===== src/rtl/axis_pkt_gen.sv =====
// axis_pkt_gen: AXI4-Stream packet generator with counter payload; define AXIS_PKT_GEN_GAP_EN to enable inter-packet gaps
module axis_pkt_gen #(
    parameter int AXIS_DATA_WIDTH = 64,
    parameter int LEN_WIDTH       = 16,
    parameter int GAP_WIDTH       = 8
) (
    input  logic                         clk_i,
    input  logic                         rst_i,
    input  logic                         start_i,
    input  logic                         stop_i,
    input  logic [LEN_WIDTH-1:0]         pkt_len_i,
    input  logic [LEN_WIDTH-1:0]         pkt_num_i,
    input  logic [GAP_WIDTH-1:0]         gap_i,
    output logic                         busy_o,
    output logic [LEN_WIDTH-1:0]         pkt_cnt_o,
    output logic                         m_axis_tvalid,
    output logic [AXIS_DATA_WIDTH-1:0]   m_axis_tdata,
    output logic [AXIS_DATA_WIDTH/8-1:0] m_axis_tstrb,
    output logic                         m_axis_tlast,
    input  logic                         m_axis_tready
);
`ifdef AXIS_PKT_GEN_GAP_EN
    typedef enum logic [1:0] {IDLE, SEND, GAP} state_t;
`else
    typedef enum logic [1:0] {IDLE, SEND} state_t;
`endif
    state_t               state_q, state_d;
    logic [LEN_WIDTH-1:0] len_q, len_d, num_q, num_d, pos_q, pos_d, cnt_q, cnt_d;
    logic [31:0]          beat_q, beat_d;
    logic                 stop_q, stop_d;
    logic                 xfer, last_beat, done;
    logic [LEN_WIDTH-1:0] cnt_inc;
`ifdef AXIS_PKT_GEN_GAP_EN
    logic [GAP_WIDTH-1:0] gap_q, gap_d, gcnt_q, gcnt_d;
`else
    logic                 unused_gap;
    assign unused_gap = ^gap_i;
`endif
    assign xfer      = m_axis_tvalid && m_axis_tready;
    assign last_beat = pos_q == len_q - LEN_WIDTH'(1);
    assign cnt_inc   = cnt_q + LEN_WIDTH'(1);
    assign done      = (num_q != '0 && cnt_inc == num_q) || stop_i || stop_q;
    assign busy_o        = state_q != IDLE;
    assign pkt_cnt_o     = cnt_q;
    assign m_axis_tvalid = state_q == SEND;
    assign m_axis_tdata  = AXIS_DATA_WIDTH'(beat_q);
    assign m_axis_tstrb  = {(AXIS_DATA_WIDTH/8){m_axis_tvalid}};
    assign m_axis_tlast  = m_axis_tvalid && last_beat;

    // Next state: start capture, beat/packet counting, stop latch and gap countdown
    always_comb begin
        state_d = state_q;
        len_d   = len_q;
        num_d   = num_q;
        pos_d   = pos_q;
        cnt_d   = cnt_q;
        beat_d  = beat_q;
        stop_d  = stop_q;
`ifdef AXIS_PKT_GEN_GAP_EN
        gap_d   = gap_q;
        gcnt_d  = gcnt_q;
`endif
        case (state_q)
            IDLE: if (start_i && pkt_len_i != '0) begin
                state_d = SEND;
                len_d   = pkt_len_i;
                num_d   = pkt_num_i;
                pos_d   = '0;
                cnt_d   = '0;
                beat_d  = '0;
                stop_d  = 1'b0;
`ifdef AXIS_PKT_GEN_GAP_EN
                gap_d   = gap_i;
`endif
            end
            SEND: begin
                stop_d = stop_q | stop_i;
                if (xfer) begin
                    beat_d = beat_q + 32'd1;
                    pos_d  = last_beat ? '0 : pos_q + LEN_WIDTH'(1);
                    if (last_beat) begin
                        cnt_d = cnt_inc;
`ifdef AXIS_PKT_GEN_GAP_EN
                        gcnt_d  = gap_q;
                        state_d = done ? IDLE : (gap_q != '0 ? GAP : SEND);
`else
                        state_d = done ? IDLE : SEND;
`endif
                    end
                end
            end
`ifdef AXIS_PKT_GEN_GAP_EN
            GAP: begin
                stop_d  = stop_q | stop_i;
                gcnt_d  = gcnt_q - GAP_WIDTH'(1);
                state_d = (stop_q || stop_i) ? IDLE : (gcnt_q == GAP_WIDTH'(1) ? SEND : GAP);
            end
`endif
            default: state_d = IDLE;
        endcase
    end

    // State and datapath registers with synchronous reset
    always_ff @(posedge clk_i) begin
        if (rst_i) begin
            state_q <= IDLE;
            len_q   <= '0;
            num_q   <= '0;
            pos_q   <= '0;
            cnt_q   <= '0;
            beat_q  <= '0;
            stop_q  <= 1'b0;
`ifdef AXIS_PKT_GEN_GAP_EN
            gap_q   <= '0;
            gcnt_q  <= '0;
`endif
        end else begin
            state_q <= state_d;
            len_q   <= len_d;
            num_q   <= num_d;
            pos_q   <= pos_d;
            cnt_q   <= cnt_d;
            beat_q  <= beat_d;
            stop_q  <= stop_d;
`ifdef AXIS_PKT_GEN_GAP_EN
            gap_q   <= gap_d;
            gcnt_q  <= gcnt_d;
`endif
        end
    end
endmodule

===== config.mk =====
export PLATFORM = sky130hd
export DESIGN_NAME = axis_pkt_gen
export DESIGN_NICKNAME = d
export VERILOG_FILES = /design/src/rtl/axis_pkt_gen.sv
export SDC_FILE = /design/constraint.sdc
export NUM_CORES = 1
export LEC_CHECK = 0
export CAP_MARGIN = 10
export CORE_MARGIN = 5
export CORE_UTILIZATION = 45
export CTS_CLUSTER_DIAMETER = 120
export CTS_CLUSTER_SIZE = 8
export DETAILED_ROUTE_END_ITERATION = 8
export GPL_ROUTABILITY_DRIVEN = 0
export GPL_TIMING_DRIVEN = 0
export PLACE_DENSITY = 0.72
export SETUP_SLACK_MARGIN = 0.15
export SLEW_MARGIN = 20
export SYNTH_ARGS = -nofsm -noshare
export SYNTH_HDL_FRONTEND = slang
export SYNTH_SLANG_ARGS = --single-unit

===== constraint.sdc =====
create_clock -name clk_i -period 5.88 [get_ports clk_i]
set_input_delay 1.764 -clock clk_i [delete_from_list [all_inputs] [get_ports clk_i]]
set_output_delay 1.764 -clock clk_i [all_outputs]
set_load 0.01 [all_outputs]

=== Word-level counts from Yosys, hierarchy flattened ===
Cells that the tools add are included.

* Register bits: 99
* Input bits: 45
* Logic and storage cells: 51

* $add $sub $neg: 4
* Equal/unequal tests: 6
* Mux-type cells: 17
* Bitwise logic cells: 1
* Reduce and logical (&&, ||, !) cells: 16

{| class="wikitable"
|+ Operator list
! operator !! number
|-
| 16-bit 2-to-1 mux || 5
|-
| 32-bit 2-to-1 mux || 2
|-
| 16-bit one-hot mux with 2 select lines || 2
|-
| 32-bit one-hot mux with 2 select lines || 1
|-
| 16-bit by 1-bit adder with 16-bit output (second input constant) || 2
|-
| 32-bit by 1-bit adder with 32-bit output (second input constant) || 1
|-
| 16-bit equality test || 2
|-
| 16-bit nonzero test || 2
|-
| 16-bit by 1-bit subtractor with 16-bit output (second input constant) || 1
|-
| 2-bit 2-to-1 mux || 3
|-
| 3-bit AND reduction || 2
|-
| 1-bit logical AND || 4
|-
| 2-bit by 1-bit inequality test with 1-bit output (second input constant) || 2
|-
| 2-bit one-hot mux with 2 select lines || 1
|-
| 2-bit AND reduction || 2
|-
| 4-bit AND reduction || 1
|-
| 2-bit nonzero test || 2
|-
| 2-bit by 1-bit equality test with 1-bit output (second input constant) || 1
|-
| 2-bit logical NOT || 1
|-
| 1-bit logical OR || 2
|-
| 1-bit 2-to-1 mux || 2
|-
| 2-bit inequality test (second input constant) || 1
|-
| 1-bit one-hot mux with 2 select lines || 1
|-
| 1-bit OR || 1
|}

=== Longest topological paths before layout ===
Gate-level depths: netlist of run 1.

* Word-level depth: 9
* Gate-level depth with buffers: 10
* Gate-level depth less buffers: 9

=== Least setup slack after synthesis of run 1 ===
No wires, ideal clock.

* Path kind: reg2out
* Start point: reg len_q[2]
* End point: out m_axis_tlast
* Arrival time: 2.341 ns
* Required time: 4.116 ns
* Slack: 1.775 ns
* Stages on the path, launching flop included: 9
* Path buffers: 2
* Cells stage by stage: dfxtp_1 > buf_6 > or4_1 > buf_2 > or4_1 > o22a_1 > nand2_1 > o2111ai_2 > nor3b_1

* Cells in the longest elaborated chain, start to end: 3

{| class="wikitable"
|+ Ends and longest elaborated chain
! item !! line !! RTL
|-
| start: declaration || 28 || <nowiki>logic [LEN_WIDTH-1:0] len_q, len_d, num_q, num_d, pos_q, pos_d, cnt_q, cnt_d;</nowiki>
|-
| start signal: assignment || 119 || <nowiki>len_q <= len_d;</nowiki>
|-
| 16-bit by 1-bit subtractor with 16-bit output || 40 || <nowiki>assign last_beat = pos_q == len_q - LEN_WIDTH'(1);</nowiki>
|-
| 16-bit equality test || 40 ||
|-
| 1-bit logical AND || 48 || <nowiki>assign m_axis_tlast = m_axis_tvalid && last_beat;</nowiki>
|-
| end: declaration || 19 || <nowiki>output logic m_axis_tlast,</nowiki>
|}

No other way between the ends.

=== Worst setup path after layout of run 1 ===
* Start point: reg len_q[0]
* End point: out m_axis_tlast

The elaborated chain is that of the path after synthesis.

==> results of run 1 <==
[final cells by class]
class | instances | area, sq um
flip-flops and latches | 98 | 1960
clock inverters | 6 | 73.8
repair buffers | 95 | 951
fillers | 1189 | 5260
clock buffers | 10 | 239
inverters | 12 | 45.0
multi-input cells | 593 | 3420
well taps | 172 | 215
plain buffers | 85 | 507
[worst max-delay path by stage]
stage / start / to / slack, ns / cells past startpoint
6_report: len_q[0]$_SDFFE_PP0P_ / m_axis_tlast / 0.46 / 9
3_5_place_dp: pkt_len_i[10] / pos_q[14]$_SDFFE_PP0P_ / 0.86 / 8
5_1_grt: len_q[0]$_SDFFE_PP0P_ / m_axis_tlast / 0.17 / 9
3_3_place_gp: len_q[0]$_SDFFE_PP0P_ / m_axis_tlast / 0.87 / 9
2_1_floorplan: len_q[2]$_SDFFE_PP0P_ / m_axis_tlast / 1.77 / 8
4_1_cts: len_q[0]$_SDFFE_PP0P_ / m_axis_tlast / 0.48 / 9
[cells in the final DEF (no fill, tap or decap), types with 3 or more instances in the layout]
cell	Yosys	routed
nor2_1	64	64
a41oi_1	4	4
ha_1	4	4
o311ai_0	3	3
and4_1	4	4
buf_6	4	4
o211ai_1	9	9
o31ai_1	4	4
clkbuf_16	0	9
or4_1	7	7
or4b_2	3	3
xnor2_1	31	31
buf_2	3	3
and2_1	4	4
xor2_1	21	21
nand4b_1	8	8
clkdlybuf4s50_1	0	95
mux2i_1	6	6
clkbuf_1	34	34
inv_1	12	12
nand2_1	118	118
conb_1	1	32
a21oi_1	56	56
dfxtp_1	98	98
nor4_1	17	17
nand4_1	17	17
mux2_2	4	4
buf_1	3	3
nand2b_1	6	6
a31oi_1	18	18
o21ai_0	16	16
or3_1	12	12
buf_4	41	41
nand3_1	53	53
a22oi_1	3	3
nor3_1	21	21
nor3b_1	4	4
and3_1	6	6
[cells by family after synthesis]
kind of cell / synth area share
AOI/OAI and AO/OA: 0.151
xor gates and xnor gates: 0.0821
adders and majority gates: 0.00860
buffers and inverters: 0.0948
DFF: 0.337
muxes: 0.0181
other: 0.000644
and+or+nand+nor: 0.308
[registers in the layout, summed over array words and instances (netlist names)]
| register | flops |
|---|---|
| beat_q | 32 |
| len_q | 16 |
| num_q | 16 |
| pkt_cnt_o | 16 |
| pos_q | 16 |
| state_q | 1 |
| stop_q | 1 |
[metrics by stage]
stage	util	instance area [sq um]	hold WS [ns]
2_1_floorplan	-	5940	0.437
5_1_grt	0.585	7410	0.513
4_1_cts	0.585	7410	0.477
3_5_place_dp	0.560	7100	0.459
6_report	0.585	7410	0.468
3_3_place_gp	0.560	7100	0.451
[where the power goes]
group	switching [uW]	total [uW]	leakage [uW]	internal, uW
clock	277	624	0.000147	347
combinational	135	249	0.00165	114
sequential	19.3	698	0.000795	678
total	431	1570	0.00259	1140
[metal layers]
| layer | global-route usage | vias to the layer above |
|---|---|---|
| li1 | - | 2918 |
| met1 | 0.308 | 2604 |
| met2 | 0.316 | 252 |
| met3 | 0.0463 | 30 |
| met4 | 0.0796 | 0 |
| met5 | 0 | - |
[critical path, cell delays in order, from the launching register on]
cell	delay [ns]
dfxtp_1	0.37
inv_1	0.08
ha_1	0.23
nor3b_1	0.54
a22o_1	0.23
o2111ai_1	0.18
nor4_1	0.38
o2111ai_2	0.31
nor3b_1	0.37
clkdlybuf4s50_1	0.61
==> impl_metrics.toml, run 1 <==
[placement]
dpl.cell_count = 1055
dp_slack_ns = 0.859
io_buffers = 95
hpwl_um = 12500

[hold_path]
hold_end = "stop_q$_SDFFE_PP0P_"
holdPathStages = 2
hp-start = "stop_q$_SDFFE_PP0P_"
min_path_type = "register to register"

[logic_synthesis]
yosysWarnings = 0
synth_most_common_cell = "nand2_1"
yosys.area.top_type_share = 0.337
synth-seq-cells = 98
syn_area_sq_um = 5820
synthDistinctLibCells = 69
synthCells = 757
yosysSeqAreaShare = 0.337
synth_area_leaders = "dfxtp_1 (34%), nand2_1 (7.6%), buf_4 (5.3%)"
async_reset_ff_frac = 0
syn_area_per_cell_sq_um = 7.69
synth.largest_area_cell = "dfxtp_1"
synth_common_cells = "nand2_1 (118), dfxtp_1 (98), nor2_1 (64), a21oi_1 (56), nand3_1 (53)"
synth_edf_count = 0
synthFlopType = "dfxtp_1"

[sta]
rsz0062_at_grt = "no"
setup_violations = 0
relSlewSlack = 0.405
clock_skew_ns = 0.00954
finalHoldViolCount = 0
fmax_mhz = 185
finalCritPeriodShare = 0.921
finalSetupTns_ns = 0
worst_pin_slew_ns = 0.884
setup_ws_ns = 0.463
drv_slew = 0
min_period_ns = 5.42

[finish]
area_delta_synth_final_pct = 27.4
n_antenna_cell = 0
final_cells = 1071
drive_gt1_frac = 0.0890
fin_nets = 943

[worst_setup_path]
r2r_cells = 10
critical_path_class = "register to output pin"
endpoint_kind = "output pin"
rr_startpoint = "len_q[0]$_SDFFE_PP0P_"
reg2reg_to = "pkt_cnt_o[4]$_SDFFE_PP0P_"
required_ns = 4.12
start_kind = "register"
r2r_slack_ns = 2.45
critPathArrivalTime_ns = 3.65
crit_path_max_fanout = 8

[clock_tree]
post_cts_buffers = 0
clk_latency_ns = 0.35
clk_pin_slew_ns = 0.07
cts_buffers = 9
clock_path_buffers = 2
ctsResizeCount = 0
htreeDepth = 3
cts_sinks = 98
cts_root_buf = "clkbuf_16"
hold_buffers = 0
cts_tree = "done"

[route]
wl_met1_um = 7660
wl_met2_um = 7110
top_layer = "met4"
wl_per_cell_um = 15.5
via_count = 5804
drc = 0
firstDrtPassIters = 6
ant_nets = 0
drtIter0Drc = 468
wl_met3_um = 1480
drt_wl_total_um = 16600
vias_per_cell = 5.42

[floorplan]
rows = 41
dieArea_sq_um = 15300
io_pins = 136
die_x_um = 124
start_util = 0.459
fp.dieH_um = 124
core_area_sq_um = 12700

[power_and_ir_drop]
power_leakage_uw = 0.00259
power_uw = 1570
powerDensity_nw_per_um2 = 212
vdd_ir_drop_max_mv = 0.121

[global_route]
grt_pass1_wl_um = 26100
grt_max_degree = 18
grt_pass1_vias = 5150
grt_overflow = 0
antenna_found_initial = 0
track_usage = 0.215

[outcome]
status = "finished, final reports clean"

[run]
drv_cap = 0
Power figures use the tool's default switching activity.
==> run 2, diff against run 1 <==
Settings changed: GPL_TIMING_DRIVEN 0 to unset, SLEW_MARGIN 20 to unset.
==> run 2 against run 1 <==
Compared with the run above:
- total power shrank 5.6%
- critical path depth is the same
- cell count shrank 7.3%
- critical endpoint unchanged
- largest power group unchanged
==> impl_metrics.toml, run 2 (synthesis gave the netlist of run 1 again) <==
[outcome]
status = "finished, final reports clean"

[worst_setup_path]
endpoint_kind = "output pin"
crit_path_max_fanout = 8
path_cells = "inv_1, ha_1, nor3b_1, a22o_1, o2111ai_1, nor4_1, o2111ai_2, nor3b_1, clkdlybuf4s50_1"
critical_path_class = "register to output pin"
path_buf_inv = 2
critPathArrivalTime_ns = 3.55
slowest_stage = "clkdlybuf4s50_1"
max_stage_delay_ns = 0.60
start_kind = "register"
required_ns = 4.12
cp_top_family = "simple AND/OR/NAND/NOR gates"
crit_top_cell = "nor3b_1"

[route]
firstDrtPassIters = 5
drt_wl_total_um = 15900
via_count = 5679
drc = 0
wl_per_cell_um = 16.0
ant_nets = 0
vias_per_cell = 5.72
drtIter0Drc = 548

[global_route]
track_usage = 0.209
grt_max_degree = 76
antenna_found_initial = 0
grt_pass1_wl_um = 25600
grt_overflow = 0
grt_pass1_vias = 5270

[finish]
area_delta_synth_final_pct = 19.0
fin_nets = 865
regMostFlops = "beat_q"
layout_commonest_cell = "nand2_1"
drive_gt1_frac = 0.0487
n_antenna_cell = 0
final_cells = 993
largest_reg_flops = 32
final_area_sq_um = 6930
mostFrequentLayoutCells = "nand2_1 (118), dfxtp_1 (98), clkdlybuf4s50_1 (94)"
post-route-util = 0.547

[sta]
fmax_mhz = 188
clock_skew_ns = 0.0110
finalSetupTns_ns = 0
finalHoldViolCount = 0
setup_violations = 0
finalCritPeriodShare = 0.903
drv_slew = 0
min_period_ns = 5.31
relSlewSlack = 0.382
worst_pin_slew_ns = 0.923
rsz0062_at_grt = "no"

[floorplan]
die_x_um = 124
io_pins = 136
fp.dieH_um = 124
start_util = 0.459
core_area_sq_um = 12700
rows = 41
dieArea_sq_um = 15300

[run]
drv_cap = 0

[clock_tree]
htreeDepth = 3
hold_buffers = 0
ctsResizeCount = 0
post_cts_buffers = 0
clk_pin_slew_ns = 0.07
cts_buffers = 9
clock_path_buffers = 2
cts_root_buf = "clkbuf_16"
clk_latency_ns = 0.36
cts_sinks = 98
cts_tree = "done"

[power_and_ir_drop]
power_leakage_uw = 0.00232
powerDensity_nw_per_um2 = 214
vdd_ir_drop_max_mv = 0.133

[placement]
dpl.cell_count = 977
placedInstanceArea_sq_um = 6650
hpwl_um = 11400
io_buffers = 95

[hold_path]
min_path_type = "register to register"
## run 2: cell types whose count changed in the layout (fill, tap and decap cells not counted), sizes merged
cell,previous run,this run
buf,51,8
clkbuf,44,10
clkinv,1,3
clkinvlp,2,0
bufinv,1,0
clkdlybuf4s50,95,94
inv,14,15
## run 2: layer usage
layer,track usage,part of all wire,vias up,wire [um]
li1,-,-,2754,-
met1,0.281,0.45,2670,7110
met2,0.324,0.45,232,7130
met3,0.0472,0.088,23,1400
met4,0.0844,0.019,0,296
met5,0,0,-,0
## run 2: stage by stage
stage          hold slack [ns]  power [uW]  setup slack (ns)
2_1_floorplan            0.437         876              1.77
3_3_place_gp             0.453         922              1.16
3_5_place_dp             0.465         928              1.01
4_1_cts                  0.477        1490             0.613
5_1_grt                  0.507        1540             0.227
6_report                 0.474        1480             0.570
## run 2: layout make-up
class / count / area [sq um]
Clock inverter: 6 / 48.8
Multi-Input combinational cell: 593 / 3430
Tap cell: 172 / 215
Fill cell: 1197 / 5740
Sequential cell: 98 / 1960
Clock buffer: 10 / 229
Inverter: 12 / 45.0
Timing Repair Buffer: 102 / 998
## run 2: power by group
part,internal (uW),switching (uW)
Sequential,678,24.2
Combinational,91.6,121
Clock,293,275
Total,1060,420
## run 2: final timing paths
kind	depth (start not counted)	start	slack, ns	to
worst max-delay path	9	len_q[0]$_SDFFE_PP0P_	0.57	m_axis_tlast
worst min-delay path	1	beat_q[31]$_SDFFE_PP0P_	0.47	beat_q[31]$_SDFFE_PP0P_
worst max register to register	9	len_q[0]$_SDFFE_PP0P_	2.24	pos_q[8]$_SDFFE_PP0P_
worst min register to register	1	beat_q[31]$_SDFFE_PP0P_	0.47	beat_q[31]$_SDFFE_PP0P_
